--- src/rtl/bus_rr_sched_pkg.sv ---
// Shared definitions for the 4-master round-robin bus scheduler:
// owner index type, FSM state codes, default limits and the round-robin pick.
package bus_rr_sched_pkg;

  typedef logic [1:0] bus_owner_t;

  typedef enum logic [1:0] {
    BUS_SCHED_IDLE  = 2'd0,
    BUS_SCHED_GRANT = 2'd1,
    BUS_SCHED_TOUT  = 2'd2
  } bus_sched_state_e;

  localparam int BUS_TENURE_DEF = 16;
  localparam int BUS_TO_DEF     = 255;

  typedef struct packed {
    logic       found;
    bus_owner_t idx;
  } rr_pick_t;

  function automatic logic [3:0] owner_onehot(input bus_owner_t idx);
    return 4'b0001 << idx;
  endfunction

  // First requester scanning last+1, last+2, ... wrapping; last itself is checked last.
  function automatic rr_pick_t rr_pick(input logic [3:0] req, input bus_owner_t last);
    rr_pick_t   res;
    bus_owner_t cand;
    res.found = 1'b0;
    res.idx   = 2'd0;
    for (int i = 1; i <= 4; i++) begin
      cand = last + 2'(i);
      if (!res.found && req[cand]) begin
        res.found = 1'b1;
        res.idx   = cand;
      end
    end
    return res;
  endfunction

endpackage

--- src/rtl/bus_rr_sched_if.sv ---
// Shared-bus handshake seen by the scheduler: active-low requests, grants,
// address strobe, slave ready and the forced timeout ready.
interface bus_rr_sched_if;

  logic m0_req_;
  logic m1_req_;
  logic m2_req_;
  logic m3_req_;
  logic m0_grnt_;
  logic m1_grnt_;
  logic m2_grnt_;
  logic m3_grnt_;
  logic s_as_;
  logic m_rdy_;
  logic to_rdy_;

  modport master (
    output m0_req_, m1_req_, m2_req_, m3_req_, s_as_, m_rdy_,
    input  m0_grnt_, m1_grnt_, m2_grnt_, m3_grnt_, to_rdy_
  );

  modport slave (
    input  m0_req_, m1_req_, m2_req_, m3_req_, s_as_, m_rdy_,
    output m0_grnt_, m1_grnt_, m2_grnt_, m3_grnt_, to_rdy_
  );

endinterface

--- src/rtl/bus_rr_sched_timeout_mon.sv ---
// Bus-timeout monitor: counts cycles with s_as_ low and no m_rdy_, and flags
// the cycle in which the count reaches its limit. TO_CYCLES of 0 disables it.
module bus_timeout_mon
  import bus_rr_sched_pkg::*;
#(
  parameter int TO_CYCLES = BUS_TO_DEF,
  parameter int CNT_W     = 8
) (
  input  logic clk,
  input  logic reset,
  input  logic enable,
  input  logic s_as_,
  input  logic m_rdy_,
  output logic to_hit
);

  localparam logic [CNT_W-1:0] CNT_MAX = {CNT_W{1'b1}};
  localparam logic [CNT_W-1:0] TO_LAST = (TO_CYCLES == 0) ? '0 : CNT_W'(TO_CYCLES - 1);
  localparam logic             MON_EN  = (TO_CYCLES != 0);

  logic [CNT_W-1:0] to_cnt_q;
  logic [CNT_W-1:0] to_cnt_d;
  logic             busy_s;

  // Count stalled accesses; a ready in the limit cycle cancels the timeout.
  always_comb begin
    busy_s = enable && !s_as_ && m_rdy_;
    to_hit = MON_EN && busy_s && (to_cnt_q == TO_LAST);
    if (!busy_s || to_hit) begin
      to_cnt_d = '0;
    end else if (to_cnt_q != CNT_MAX) begin
      to_cnt_d = to_cnt_q + CNT_W'(1);
    end else begin
      to_cnt_d = to_cnt_q;
    end
  end

  // Timeout counter register.
  always_ff @(posedge clk or negedge reset) begin
    if (!reset) begin
      to_cnt_q <= '0;
    end else begin
      to_cnt_q <= to_cnt_d;
    end
  end

endmodule

--- src/rtl/bus_rr_sched.sv ---
// Round-robin arbiter for the 4-master shared bus with tenure-limited
// preemption and a slave timeout that forces a one-cycle ready plus error.
module bus_rr_sched
  import bus_rr_sched_pkg::*;
#(
  parameter int TENURE_MAX = BUS_TENURE_DEF,
  parameter int TO_CYCLES  = BUS_TO_DEF,
  parameter int CNT_W      = 8
) (
  input  logic                 clk,
  input  logic                 reset,
  bus_rr_sched_if.slave        bus,
  input  logic                 err_clr,
  output logic                 bus_err,
  output logic [1:0]           err_master,
  output logic                 err_sticky,
  output bus_owner_t           owner,
  output logic                 owner_vld
);

  localparam logic [CNT_W-1:0] CNT_MAX     = {CNT_W{1'b1}};
  localparam logic [CNT_W-1:0] TENURE_LAST = CNT_W'(TENURE_MAX - 1);

  bus_sched_state_e state_q, state_d;
  logic [3:0]       grnt_q, grnt_d;
  bus_owner_t       owner_q, owner_d;
  bus_owner_t       last_q, last_d;
  logic             owner_vld_q, owner_vld_d;
  logic [CNT_W-1:0] tenure_q, tenure_d;
  logic             to_rdy_q, to_rdy_d;
  logic             bus_err_q, bus_err_d;
  bus_owner_t       err_master_q, err_master_d;
  logic             err_sticky_q, err_sticky_d;

  logic [3:0]       req_s;
  logic [3:0]       others_s;
  rr_pick_t         pick_idle_s;
  rr_pick_t         pick_next_s;
  logic             tenure_exp_s;
  logic             to_hit_s;
  logic             do_grant_s;
  logic             do_idle_s;
  bus_owner_t       grant_idx_s;

  assign req_s = ~{bus.m3_req_, bus.m2_req_, bus.m1_req_, bus.m0_req_};

  bus_timeout_mon #(
    .TO_CYCLES (TO_CYCLES),
    .CNT_W     (CNT_W)
  ) u_to_mon (
    .clk    (clk),
    .reset  (reset),
    .enable (state_q == BUS_SCHED_GRANT),
    .s_as_  (bus.s_as_),
    .m_rdy_ (bus.m_rdy_),
    .to_hit (to_hit_s)
  );

  // Next-state logic: timeout beats release, release beats tenure preemption.
  always_comb begin
    others_s     = req_s & ~owner_onehot(owner_q);
    pick_idle_s  = rr_pick(req_s, last_q);
    pick_next_s  = rr_pick(others_s, owner_q);
    tenure_exp_s = (tenure_q >= TENURE_LAST);
    do_grant_s   = 1'b0;
    do_idle_s    = 1'b0;
    grant_idx_s  = owner_q;
    state_d      = state_q;
    tenure_d     = tenure_q;
    bus_err_d    = 1'b0;
    to_rdy_d     = 1'b1;
    err_master_d = err_master_q;

    case (state_q)
      BUS_SCHED_IDLE: begin
        if (pick_idle_s.found) begin
          do_grant_s  = 1'b1;
          grant_idx_s = pick_idle_s.idx;
        end else begin
          do_idle_s = 1'b1;
        end
      end
      BUS_SCHED_GRANT: begin
        if (to_hit_s) begin
          state_d      = BUS_SCHED_TOUT;
          bus_err_d    = 1'b1;
          to_rdy_d     = 1'b0;
          err_master_d = owner_q;
        end else if (!req_s[owner_q]) begin
          if (pick_next_s.found) begin
            do_grant_s  = 1'b1;
            grant_idx_s = pick_next_s.idx;
          end else begin
            do_idle_s = 1'b1;
          end
        end else if (tenure_exp_s && pick_next_s.found && bus.s_as_) begin
          // Scanning from the revoked owner puts it behind every other requester.
          do_grant_s  = 1'b1;
          grant_idx_s = pick_next_s.idx;
        end else if (|others_s) begin
          tenure_d = (tenure_q == CNT_MAX) ? tenure_q : tenure_q + CNT_W'(1);
        end else begin
          tenure_d = tenure_q;
        end
      end
      BUS_SCHED_TOUT: begin
        if (req_s[owner_q]) begin
          state_d = BUS_SCHED_GRANT;
        end else begin
          do_idle_s = 1'b1;
        end
      end
      default: begin
        do_idle_s = 1'b1;
      end
    endcase

    if (do_grant_s) begin
      state_d     = BUS_SCHED_GRANT;
      grnt_d      = ~owner_onehot(grant_idx_s);
      owner_d     = grant_idx_s;
      last_d      = grant_idx_s;
      owner_vld_d = 1'b1;
      tenure_d    = '0;
    end else if (do_idle_s) begin
      state_d     = BUS_SCHED_IDLE;
      grnt_d      = 4'hF;
      owner_d     = owner_q;
      last_d      = last_q;
      owner_vld_d = 1'b0;
      tenure_d    = '0;
    end else begin
      grnt_d      = grnt_q;
      owner_d     = owner_q;
      last_d      = last_q;
      owner_vld_d = owner_vld_q;
    end

    // Set wins over clear while the error pulse is being raised or shown.
    if (bus_err_d || bus_err_q) begin
      err_sticky_d = 1'b1;
    end else if (err_clr) begin
      err_sticky_d = 1'b0;
    end else begin
      err_sticky_d = err_sticky_q;
    end
  end

  // Scheduler state and registered outputs.
  always_ff @(posedge clk or negedge reset) begin
    if (!reset) begin
      state_q      <= BUS_SCHED_IDLE;
      grnt_q       <= 4'hF;
      owner_q      <= 2'd0;
      last_q       <= 2'd3;
      owner_vld_q  <= 1'b0;
      tenure_q     <= '0;
      to_rdy_q     <= 1'b1;
      bus_err_q    <= 1'b0;
      err_master_q <= 2'd0;
      err_sticky_q <= 1'b0;
    end else begin
      state_q      <= state_d;
      grnt_q       <= grnt_d;
      owner_q      <= owner_d;
      last_q       <= last_d;
      owner_vld_q  <= owner_vld_d;
      tenure_q     <= tenure_d;
      to_rdy_q     <= to_rdy_d;
      bus_err_q    <= bus_err_d;
      err_master_q <= err_master_d;
      err_sticky_q <= err_sticky_d;
    end
  end

  assign bus.m0_grnt_ = grnt_q[0];
  assign bus.m1_grnt_ = grnt_q[1];
  assign bus.m2_grnt_ = grnt_q[2];
  assign bus.m3_grnt_ = grnt_q[3];
  assign bus.to_rdy_  = to_rdy_q;
  assign bus_err      = bus_err_q;
  assign err_master   = err_master_q;
  assign err_sticky   = err_sticky_q;
  assign owner        = owner_q;
  assign owner_vld    = owner_vld_q;

endmodule
--- src/flat_wrapper.sv ---
// flat-port wrapper written by rule: the top's interface ports become plain ports
module bus_rr_sched_flat import bus_rr_sched_pkg::*;
#(
  parameter int TENURE_MAX = BUS_TENURE_DEF,
  parameter int TO_CYCLES  = BUS_TO_DEF,
  parameter int CNT_W      = 8
)
  (clk, reset, err_clr, bus_err, err_master, err_sticky, owner, owner_vld, bus_m0_req_, bus_m1_req_, bus_m2_req_, bus_m3_req_, bus_s_as_, bus_m_rdy_, bus_m0_grnt_, bus_m1_grnt_, bus_m2_grnt_, bus_m3_grnt_, bus_to_rdy_);
  bus_rr_sched_if bus_i ();
  input  logic clk;
  input  logic reset;
  input  logic err_clr;
  output logic bus_err;
  output logic [1:0] err_master;
  output logic err_sticky;
  output bus_owner_t owner;
  output logic owner_vld;
  input wire logic [$bits(bus_i.m0_req_)-1:0] bus_m0_req_;
  input wire logic [$bits(bus_i.m1_req_)-1:0] bus_m1_req_;
  input wire logic [$bits(bus_i.m2_req_)-1:0] bus_m2_req_;
  input wire logic [$bits(bus_i.m3_req_)-1:0] bus_m3_req_;
  input wire logic [$bits(bus_i.s_as_)-1:0] bus_s_as_;
  input wire logic [$bits(bus_i.m_rdy_)-1:0] bus_m_rdy_;
  output wire logic [$bits(bus_i.m0_grnt_)-1:0] bus_m0_grnt_;
  output wire logic [$bits(bus_i.m1_grnt_)-1:0] bus_m1_grnt_;
  output wire logic [$bits(bus_i.m2_grnt_)-1:0] bus_m2_grnt_;
  output wire logic [$bits(bus_i.m3_grnt_)-1:0] bus_m3_grnt_;
  output wire logic [$bits(bus_i.to_rdy_)-1:0] bus_to_rdy_;
  assign bus_i.m0_req_ = bus_m0_req_;
  assign bus_i.m1_req_ = bus_m1_req_;
  assign bus_i.m2_req_ = bus_m2_req_;
  assign bus_i.m3_req_ = bus_m3_req_;
  assign bus_i.s_as_ = bus_s_as_;
  assign bus_i.m_rdy_ = bus_m_rdy_;
  assign bus_m0_grnt_ = bus_i.m0_grnt_;
  assign bus_m1_grnt_ = bus_i.m1_grnt_;
  assign bus_m2_grnt_ = bus_i.m2_grnt_;
  assign bus_m3_grnt_ = bus_i.m3_grnt_;
  assign bus_to_rdy_ = bus_i.to_rdy_;
  bus_rr_sched #(.TENURE_MAX(TENURE_MAX), .TO_CYCLES(TO_CYCLES), .CNT_W(CNT_W)) u_core (.clk(clk), .reset(reset), .bus(bus_i), .err_clr(err_clr), .bus_err(bus_err), .err_master(err_master), .err_sticky(err_sticky), .owner(owner), .owner_vld(owner_vld));
endmodule
--- config.mk ---
export PLATFORM = sky130hd
export DESIGN_NAME = bus_rr_sched_flat
export DESIGN_NICKNAME = d
export VERILOG_FILES = /design/src/rtl/bus_rr_sched_pkg.sv /design/src/rtl/bus_rr_sched_if.sv /design/src/rtl/bus_rr_sched_timeout_mon.sv /design/src/rtl/bus_rr_sched.sv /design/src/flat_wrapper.sv
export SDC_FILE = /design/constraint.sdc
export NUM_CORES = 1
export LEC_CHECK = 0
export BUFFER_PORTS_ARGS = -buffer_cell sky130_fd_sc_hd__buf_2
export CORE_MARGIN = 4
export CORE_UTILIZATION = 40
export DETAILED_ROUTE_END_ITERATION = 12
export PLACE_DENSITY_LB_ADDON = 0.1
export SYNTH_ARGS = -nofsm -noshare
export SYNTH_HDL_FRONTEND = slang
export SYNTH_SLANG_ARGS = --single-unit
--- constraint.sdc ---
create_clock -name clk -period 3.3 [get_ports clk]
set_clock_uncertainty 0.05 [all_clocks]
set_input_delay 0.66 -clock clk [delete_from_list [all_inputs] [get_ports clk]]
set_output_delay 0.66 -clock clk [all_outputs]
set_load 0.03 [all_outputs]
# Word level (Yosys, flattened, before mapping)

Index checks and enable logic that the tools add are counted.

$add $sub $neg: 8
Multiply operators: 0
Divide/modulo/power cells: 0
Order comparisons: 9
Eq/ne operators: 10
Shifts and indexed selects: 2
Muxes and demuxes: 69
Bitwise logic cells: 4
Reductions and logical operators: 33

Operator list:

| kind                                                                    | number |
|---|---|
| 8-bit two-way mux                                                       | 10 |
| 1-bit two-way mux                                                       | 27 |
| 2-bit by 3-bit < comparator with 1-bit output, second input constant    | 8 |
| 3-bit two-way mux                                                       | 8 |
| 1-bit binary-select mux with 2-bit select                               | 9 |
| 2-bit two-way mux                                                       | 9 |
| 8-bit by 1-bit adder with 8-bit output, second input constant           | 2 |
| 8-bit equality test, second input constant                              | 2 |
| 4-bit NOT                                                               | 3 |
| 1-bit logical AND                                                       | 11 |
| 3-bit nonzero test                                                      | 3 |
| 2-bit adder, second input constant                                      | 4 |
| 8-bit by 4-bit >= comparator with 1-bit output, second input constant   | 1 |
| 1-bit zero test                                                         | 8 |
| 4-bit two-way mux                                                       | 2 |
| 4-bit by 1-bit inequality test with 1-bit output, second input constant | 2 |
| 8-bit inequality test, second input constant                            | 1 |
| 2-bit one-hot mux with 2 select lines                                   | 2 |
| 1-bit by 2-bit << shifter with 4-bit output, first input constant       | 2 |
| 3-bit by 1-bit inequality test with 1-bit output, second input constant | 2 |
| 6-bit AND reduction                                                     | 1 |
| 2-bit nonzero test                                                      | 3 |
| 2-bit by 1-bit adder with 2-bit output, second input constant           | 2 |
| 4-bit AND                                                               | 1 |
| other kinds (11)                                                        | 12 |

Register bits: 32
Latch bits: 0
Memory bits (writable): 0
Bits in read-only memories: 0
Output and inout port bits: 12
Word-level logic and storage cells: 146
Memories kept: 0

# Longest topological paths before layout

Gate-level depths: netlist (run 1).

Depth after elaboration: 24
Mapped depth: 10
Gate-level depth less buffers: 9

# Cells and area by module

Synthesis (run 1) repeated with hierarchy kept, for this count alone.

Cell total of the unflattened synthesis: 216
Area, all modules: 2,048.2 µm²

By module, submodules not included:

| module          | times used | cells each | area an instance (µm²) |
|---|---|---|---|
| bus_rr_sched    | 1          | 165        | 1,535.2 |
| bus_timeout_mon | 1          | 51         | 513.0 |

# Worst setup path before layout (run 1)

No wires, ideal clock.

Path kind: register to register
Start: register u_core.owner_q[0] (netlist: u_core.owner[0])
End: register u_core.last_q[0]
Data arrival time: 2.633 ns
Required time: 3.188 ns
Slack: 0.555 ns
Stages on the path, launching flop included: 9
Clock period less this slack: 2.745 ns
Cell sequence: dfrtp_1 buf_2 inv_1 ha_1 mux4_2 a211o_1 and4_4 o311ai_4 mux2_1

Word-level cells in the longest chain between the ends: 21

Ends and longest elaborated chain:

| what                                                                                            | RTL line            | source |
|---|---|---|
| start, declared                                                                                 | bus_rr_sched.sv:26  | `bus_owner_t owner_q, owner_d;` |
| start signal, assigned                                                                          | bus_rr_sched.sv:165 | `owner_q <= owner_d;` |
| parallel branches: the longest is 21 deep, another holds 2-bit by 1-bit adder with 2-bit output | n/a                 |  |
| end signal, assigned                                                                            | bus_rr_sched.sv:166 | `last_q <= last_d;` |
| end, declared                                                                                   | bus_rr_sched.sv:27  | `bus_owner_t last_q, last_d;` |

Several ways; the timed one is not identified. The select of a mux whose other input is x is not followed.
A chain may end at the register's enable or synchronous reset.

# Worst setup path after layout (run 1)

Start: register u_core.owner_q[0] (netlist: u_core.owner[0])
End: register u_core.grnt_q[0]

Word-level cells in the longest chain between the ends: 24

Ends and longest elaborated chain:

| what                                                                                            | RTL line            | source |
|---|---|---|
| parallel branches: the longest is 24 deep, another holds 2-bit by 1-bit adder with 2-bit output | n/a                 |  |
| end signal, assigned                                                                            | bus_rr_sched.sv:164 | `grnt_q <= grnt_d;` |
| end, declared                                                                                   | bus_rr_sched.sv:25  | `logic [3:0] grnt_q, grnt_d;` |

Several ways; the timed one is not identified. The select of a mux whose other input is x is not followed.

==> metrics.md, run 1 <==
| Metric | Value |
|---|---|
| Post-detail-place hpwl | `3.309 mm` |
| Share of post-route cells with drive strength above 1 | `21.19%` |
| Port Buffers | `20` |
| Fmax | `0.3500 GHz` |
| Vias | `1,615` |
| Post-Syn Area per Cell | `9.496 sq um` |
| Io pins | `21` |
| Hold Violations, Final | `0` |
| Yosys warns | `0` |
| Status | `complete, no violations` |
| Post CTS Setup Buffer Count | `0` |
| CTS tree | `built` |
| Setup TNS | `0 ns` |
| Hold slack | `0.3887 ns` |
| Die Y-Extent | `78.95 um` |
| Cell area after synthesis | `0.002013 sq mm` |
| RSZ-0062 raised after global routing | `false` |
| H-tree lvl count | `2` |
| Synth async-reset ratio | `100.0%` |
| Clock sinks | `32` |
| Post-synthesis compound-gate area fraction | `17.71%` |
| DR WL/cell | `14.67 um` |
| CTS clock-pin slew for the worst setup and hold paths | `0.06 ns` |
| Adder-cell share of the synthesized area | `6.837%` |
| RePlAce Congestion | `0.8224` |
| CP startpoint kind | `register` |
| Final setup fails | `0` |
| Largest net degree at the start of global routing | `33` |
| Area of the multi-input gates | `0.001124 sq mm` |
| EDFF count, synth | `0` |
| Power per cell area | `842.2 mW/mm^2` |
| Post-DRT Antenna Nets | `0` |
| Worst-path fanout max | `13` |
| Fill count | `479` |
| XOR/XNOR share of the synthesized area | `4.786%` |
| Post-synthesis cell type count | `54` |
| Setup crit end kind | `register` |
| Inserted Clock Buffers | `5` |
| Critical path class | `reg -> reg` |
| Vias in the first global route | `1,550` |
| Via density per instance | `5.330` |
| Worst EP required | `3.47 ns` |
| #FFs+latches synth | `32` |
| Worst slew margin | `51.03%` |
| Die Area | `0.006232 sq mm` |
| Clk root buf | `clkbuf_8` |
| First DRT Iteration DRCs | `50` |
| Worst skew pair latency | `0.28 ns` |
| Longest Clk Path Bufs | `2` |
| # DRC | `0` |
| Placed Area | `0.002181 sq mm` |
| Post-synthesis mux area share | `4.848%` |
| First-pass GRT wire length | `7.700 mm` |
| Starting density of the core | `42.07%` |
| Total gr overflow | `0` |
| Lkg Pwr | `1.069 nW` |
| Nets | `255` |
| Post-Synthesis Cells | `212` |
| Combinational family with the most area after synthesis | `simple AND/OR/NAND/NOR gates` |
| Slew Viols, Final | `0` |
| CTS Hold Buffers Added | `0` |
| HP Class | `in -> async` |
| Die W | `78.95 um` |
| Register Area | `809.5 sq um` |
| Synth Flop Type | `dfrtp_1` |
| Antenna violations before repair | `0` |
| Sequential-to-total area share from yosys stat | `40.21%` |
| Post_cts resized | `0` |
| N_diodes | `0` |
| Maxcap violations | `0` |
| DR pass1 iterations | `5` |
| Most frequent cells in the layout | `nor2_1, dfrtp_1, buf_2` |
| Most common cell after layout, fill and taps aside | `nor2_1` |
| Area delta synth->final | `12.80%` |
| Core area | `0.004786 sq mm` |
| Peak supply drop | `0.3218 mV` |
| Post-route cell area | `0.002271 sq mm` |
| Post-synthesis net count | `232` |
| Worst slew pin tran | `0.7346 ns` |
| Synth Area in Simple Gates | `21.63%` |
| Worst Path Arrival | `3.03 ns` |
| Total track usage | `15.70%` |
| Row count | `25` |
| Drt total wl | `4.446 mm` |
| Fin crit period | `2.857 ns` |
| Tcrit/Tclk final | `86.57%` |
per-stage QoR:
stage | utilization (%) | std cells | power (mW) | setup WS (ns)
2_1_floorplan | - | 212 | 1.360 | 0.5550
3_3_place_gp | 45.57 | 295 | 1.613 | 0.4138
3_5_place_dp | 45.57 | 295 | 1.614 | 0.4391
4_1_cts | 47.45 | 303 | 1.936 | 0.4228
5_1_grt | 47.45 | 303 | 2.081 | 0.2575
6_report | 47.45 | 303 | 1.913 | 0.4431
cell usage after synthesis (all sizes together) (4+ instances only):
master | number | area, sq um
xnor2 | 6 | 52.55
nand3 | 7 | 40.04
a31oi | 5 | 31.28
nand4 | 5 | 31.28
nor2 | 29 | 111.4
inv | 13 | 48.80
or2 | 4 | 25.03
o21ai | 12 | 63.81
nand2 | 8 | 30.03
a21oi | 6 | 33.78
buf | 5 | 27.53
and3 | 10 | 62.56
ha | 11 | 137.6
xor2 | 5 | 43.79
dfstp | 7 | 183.9
o22ai | 4 | 25.02
nor3 | 4 | 20.02
dfrtp | 25 | 625.6
sequential cells by signal, indices dropped and copies added, names as in the netlist:
| signal | count |
|---|---|
| u_core.err_master | 2 |
| u_core.owner_vld | 1 |
| u_core.tenure_q | 8 |
| u_core.bus.to_rdy_ | 1 |
| u_core.u_to_mon.to_cnt_q | 8 |
| u_core.state_q | 2 |
| u_core.bus_err | 1 |
| u_core.grnt_q | 4 |
| u_core.owner | 2 |
| u_core.last_q | 2 |
| u_core.err_sticky | 1 |
worst max-delay path, cell delays in order, from the launching register on:
cell	delay, ns
dfrtp_1	0.55
inv_1	0.24
ha_1	0.39
mux4_2	0.50
a211o_1	0.32
and4_4	0.20
o311ai_4	0.34
o31a_1	0.20
logic make-up (layout without fill, tap and decap cells):
kind of cell	after synthesis	in the layout
simple gates	83	83
compound gates	49	49
flops	32	32
buf+inv	19	43
fa+ha+maj	11	11
xor+xnor	11	11
mux	7	7
final timing paths:
path,slack (ns),depth (start not counted),to,startpoint
max,0.44,7,u_core.grnt_q[0],u_core.owner[0]
max reg2reg,0.44,7,u_core.grnt_q[0],u_core.owner[0]
min reg2reg,0.41,2,u_core.err_sticky,u_core.bus_err
min,0.39,1,u_core.u_to_mon.to_cnt_q[7],reset
min in group clk,0.41,2,u_core.err_sticky,u_core.bus_err
max in group asynchronous,2.34,1,u_core.owner[0],reset
area by class of cell:
cell class,count,share of cell area (%)
Clock buffer,8,3.967
Multi-Input combinational cell,161,49.48
Inverter,13,2.149
Sequential cell,32,35.65
Timing Repair Buffer,22,5.069
Tap cell,67,3.691
routing by layer:
metal  vias to the layer above  wire, um  part of all wire (%)  GRT usage, %
met5                         -         0                     0             0
met2                        37      1978                    44         25.04
li1                        818         -                     -             -
met1                       753      2237                    50         21.31
met3                         7       164                   3.7         2.834
met4                         0        66                   1.5         5.842
power by group:
part | internal, mW | switching (mW) | leakage (nW)
logic | 0.411 | 0.613 | 0.614
clock network | 0.170 | 0.137 | 0.0455
registers | 0.486 | 0.0948 | 0.409
total | 1.07 | 0.845 | 1.07
No activity file was read; power rests on OpenSTA's default activity.
==> inputs of run 2 (changes only) <==
Settings changed: ABC_AREA set to 1.
==> run 2 against run 1 <==
Against the previous run: die area grew 8.0%; global-route usage fell by 0.19 points; synthesized cell count up 43%; worst hold slack is essentially flat; largest cell class unchanged; highest routed layer unchanged.
==> metrics.md, run 2 <==
| Metric | Value |
|---|---|
| Status | `complete, no violations` |
| N_diodes | `0 (unchanged)` |
| Fill count | `519 (+8.4%)` |
| Synth async-reset ratio | `100.0% (unchanged)` |
| CP startpoint kind | `register` |
| Most frequent cells in the layout | `nand2_1, nor2_1, inv_1` |
| R2r setup slk | `0.77 ns (+0.32 ns)` |
| Die Area | `0.006732 sq mm (+8.0%)` |
| Lkg Pwr | `1.271 nW (+19%)` |
| CTS tree | `built` |
| Peak supply drop | `0.3176 mV (-1.3%)` |
| Post-DRT Antenna Nets | `0 (unchanged)` |
| Core area | `0.005205 sq mm (+8.8%)` |
| Row count | `26 (+4.0%)` |
| Critical path class | `reg -> reg` |
| Total track usage | `15.51% (-0.19 points)` |
| FF-to-FF End | `u_core.grnt_q[1]` |
| Post-Layout Cell Count | `399 (+32%)` |
| Yosys warns | `0 (unchanged)` |
| Post-synthesis cell type count | `32 (-41%)` |
| Setup TNS | `0 ns (unchanged)` |
| Largest cells by area after synthesis | `dfrtp_1, nand2_1, dfstp_2` |
| Yosys top cell area share | `28.52% (-2.6 points)` |
| Die W | `82.05 um (+3.9%)` |
| Largest area contributor in the netlist | `dfrtp_1` |
| Share of post-route cells with drive strength above 1 | `19.45% (-1.7 points)` |
| RSZ-0062 raised after global routing | `false` |
| DR WL/cell | `11.46 um (-22%)` |
| DR pass1 iterations | `4 (-1)` |
| Worst slew pin tran | `0.7276 ns (-0.006936 ns)` |
| Post CTS Setup Buffer Count | `0 (unchanged)` |
| Cell area after synthesis | `0.002193 sq mm (+8.9%)` |
| Slew Viols, Final | `0 (unchanged)` |
| # DRC | `0 (unchanged)` |
| Worst-path fanout max | `13 (unchanged)` |
| Most common cell after layout, fill and taps aside | `nand2_1` |
| Final setup fails | `0 (unchanged)` |
| Hold Violations, Final | `0 (unchanged)` |
| Tcrit/Tclk final | `76.74% (-9.8 points)` |
| Synth Flop Type | `dfrtp_1` |
| Io pins | `21 (unchanged)` |
| Clk root buf | `clkbuf_8` |
| First-pass GRT wire length | `8.183 mm (+6.3%)` |
| Largest net degree at the start of global routing | `33 (unchanged)` |
| Placed Area | `0.002362 sq mm (+8.3%)` |
| RePlAce Congestion | `0.8268 (+0.54%)` |
| Sequential-to-total area share from yosys stat | `36.91% (-3.3 points)` |
| Worst EP required | `3.46 ns (about the same)` |
| Post-Synthesis Cells | `303 (+43%)` |
| Post_cts resized | `0 (unchanged)` |
| R2R cell count | `13 (+6)` |
| Worst skew pair latency | `0.28 ns (about the same)` |
| Most numerous cell in the Yosys netlist | `nand2_1` |
| Area delta synth->final | `12.26%` |
| Drt total wl | `4.571 mm (+2.8%)` |
| Crit path to | `u_core.grnt_q[1]` |
| Worst Path Arrival | `2.69 ns (-0.34 ns)` |
| Nets | `348 (+36%)` |
| First DRT Iteration DRCs | `63 (+26%)` |
| CTS clock-pin slew for the worst setup and hold paths | `0.07 ns (about the same)` |
| H-tree lvl count | `2 (unchanged)` |
| Starting density of the core | `42.14% (+0.074 points)` |
| Vias in the first global route | `1,862 (+20%)` |
| Setup crit end kind | `register` |
| #FFs+latches synth | `32 (unchanged)` |
| Port Buffers | `20 (unchanged)` |
| Post-layout util | `47.31% (-0.14 points)` |
| Post-route cell area | `0.002462 sq mm (+8.4%)` |
| Via density per instance | `4.867 (-8.7%)` |
| Worst Setup Slack, final | `0.7677 ns (+0.3246 ns)` |
| Maxcap violations | `0 (unchanged)` |
| Post-detail-place hpwl | `3.532 mm (+6.7%)` |
| Fmax | `0.3949 GHz (+13%)` |
| Total gr overflow | `0 (unchanged)` |
| Power per cell area | `906.0 mW/mm^2 (+7.6%)` |
| HP Class | `in -> async` |
| Worst R2R Start | `u_core.owner[0]` |
| Post-synthesis net count | `323 (+39%)` |
| CTS Hold Buffers Added | `0 (unchanged)` |
| Inserted Clock Buffers | `5 (unchanged)` |
| Fin crit period | `2.532 ns (-0.3246 ns)` |
| Antenna violations before repair | `0 (unchanged)` |
| Post-synth top cells | `nand2_1, nor2_1, inv_1` |
| Longest Clk Path Bufs | `2 (unchanged)` |
| Vias | `1,942 (+20%)` |
| Post-Syn Area per Cell | `7.239 sq um (-24%)` |
| Clock sinks | `32 (unchanged)` |
| Worst Setup SP | `u_core.owner[0]` |
| Worst slew margin | `51.49% (+0.46 points)` |
| DP Worst Slack | `0.7557 ns (+0.3166 ns)` |
| Placed cells | `391 (+33%)` |
| Biggest regs | `u_core.tenure_q: 8 flops, u_core.u_to_mon.to_cnt_q: 8 flops, u_core.grnt_q: 4 flops` |
| EDFF count, synth | `0 (unchanged)` |
| Die Y-Extent | `82.05 um (+3.9%)` |
==> run 2: metal layers <==
layer	track usage, %	share of wire (%)	vias to the layer above
li1	-	-	1023
met1	20.22	49	894
met2	26.25	48	19
met3	2.303	2.2	6
met4	4.983	1.0	0
met5	0	0	-
==> run 2: worst min-delay path by stage <==
stage / startpoint / to / slack (ns) / depth (start not counted)
finish: reset / u_core.u_to_mon.to_cnt_q[6] / 0.39 / 1
global route: reset / u_core.u_to_mon.to_cnt_q[1] / 0.45 / 1
CTS: reset / u_core.u_to_mon.to_cnt_q[1] / 0.41 / 1
detailed placement: u_core.u_to_mon.to_cnt_q[7] / u_core.u_to_mon.to_cnt_q[7] / 0.41 / 1
global placement: u_core.u_to_mon.to_cnt_q[7] / u_core.u_to_mon.to_cnt_q[7] / 0.41 / 1
floorplan: reset / u_core.bus_err / 0.31 / 0
==> run 2: where the power goes <==
part	switching, mW	internal, mW
Combinational	0.909	0.420
Clock	0.142	0.190
Sequential	0.0785	0.492
==> run 2: area by class of cell <==
class	count	area [sq um]	share of cell area, %
multi-input combinational	226	1204	48.88
sequential	32	809.5	32.88
inverter	43	161.4	6.555
clock buffer	8	100.1	4.065
timing repair buffer	20	100.1	4.065
tap	70	87.58	3.557
==> run 2: logic make-up (layout without fill, tap and decap cells) <==
kind of cell / count (synthesis) / count (layout) / synth area share, %
AOI/OAI and AO/OA: 33 / 33 / 9.583
xor gates and xnor gates: 6 / 6 / 2.396
adders and majority gates: 11 / 11 / 6.275
buffers and inverters: 45 / 71 / 8.215
DFF: 32 / 32 / 36.91
and+or+nand+nor: 176 / 176 / 36.62
==> run 2: critical path, stage by stage, from the launching register on <==
cell and delay (ns):
dfrtp_1 0.57, inv_2 0.16, ha_1 0.23, nor2_1 0.17, nor2_1 0.07, nand3_1 0.09, inv_1 0.08, a21oi_2 0.22
inv_2 0.07, o21ai_4 0.25, nor2_4 0.07, inv_2 0.23, nor2_1 0.07, a21oi_1 0.13
==> run 2: stage by stage <==
step	hold WS, ns	total power, mW
2_1_floorplan	0.3144	1.657
3_3_place_gp	0.4054	1.906
3_5_place_dp	0.4075	1.910
4_1_cts	0.4089	2.254
5_1_grt	0.4462	2.473
6_report	0.3889	2.231
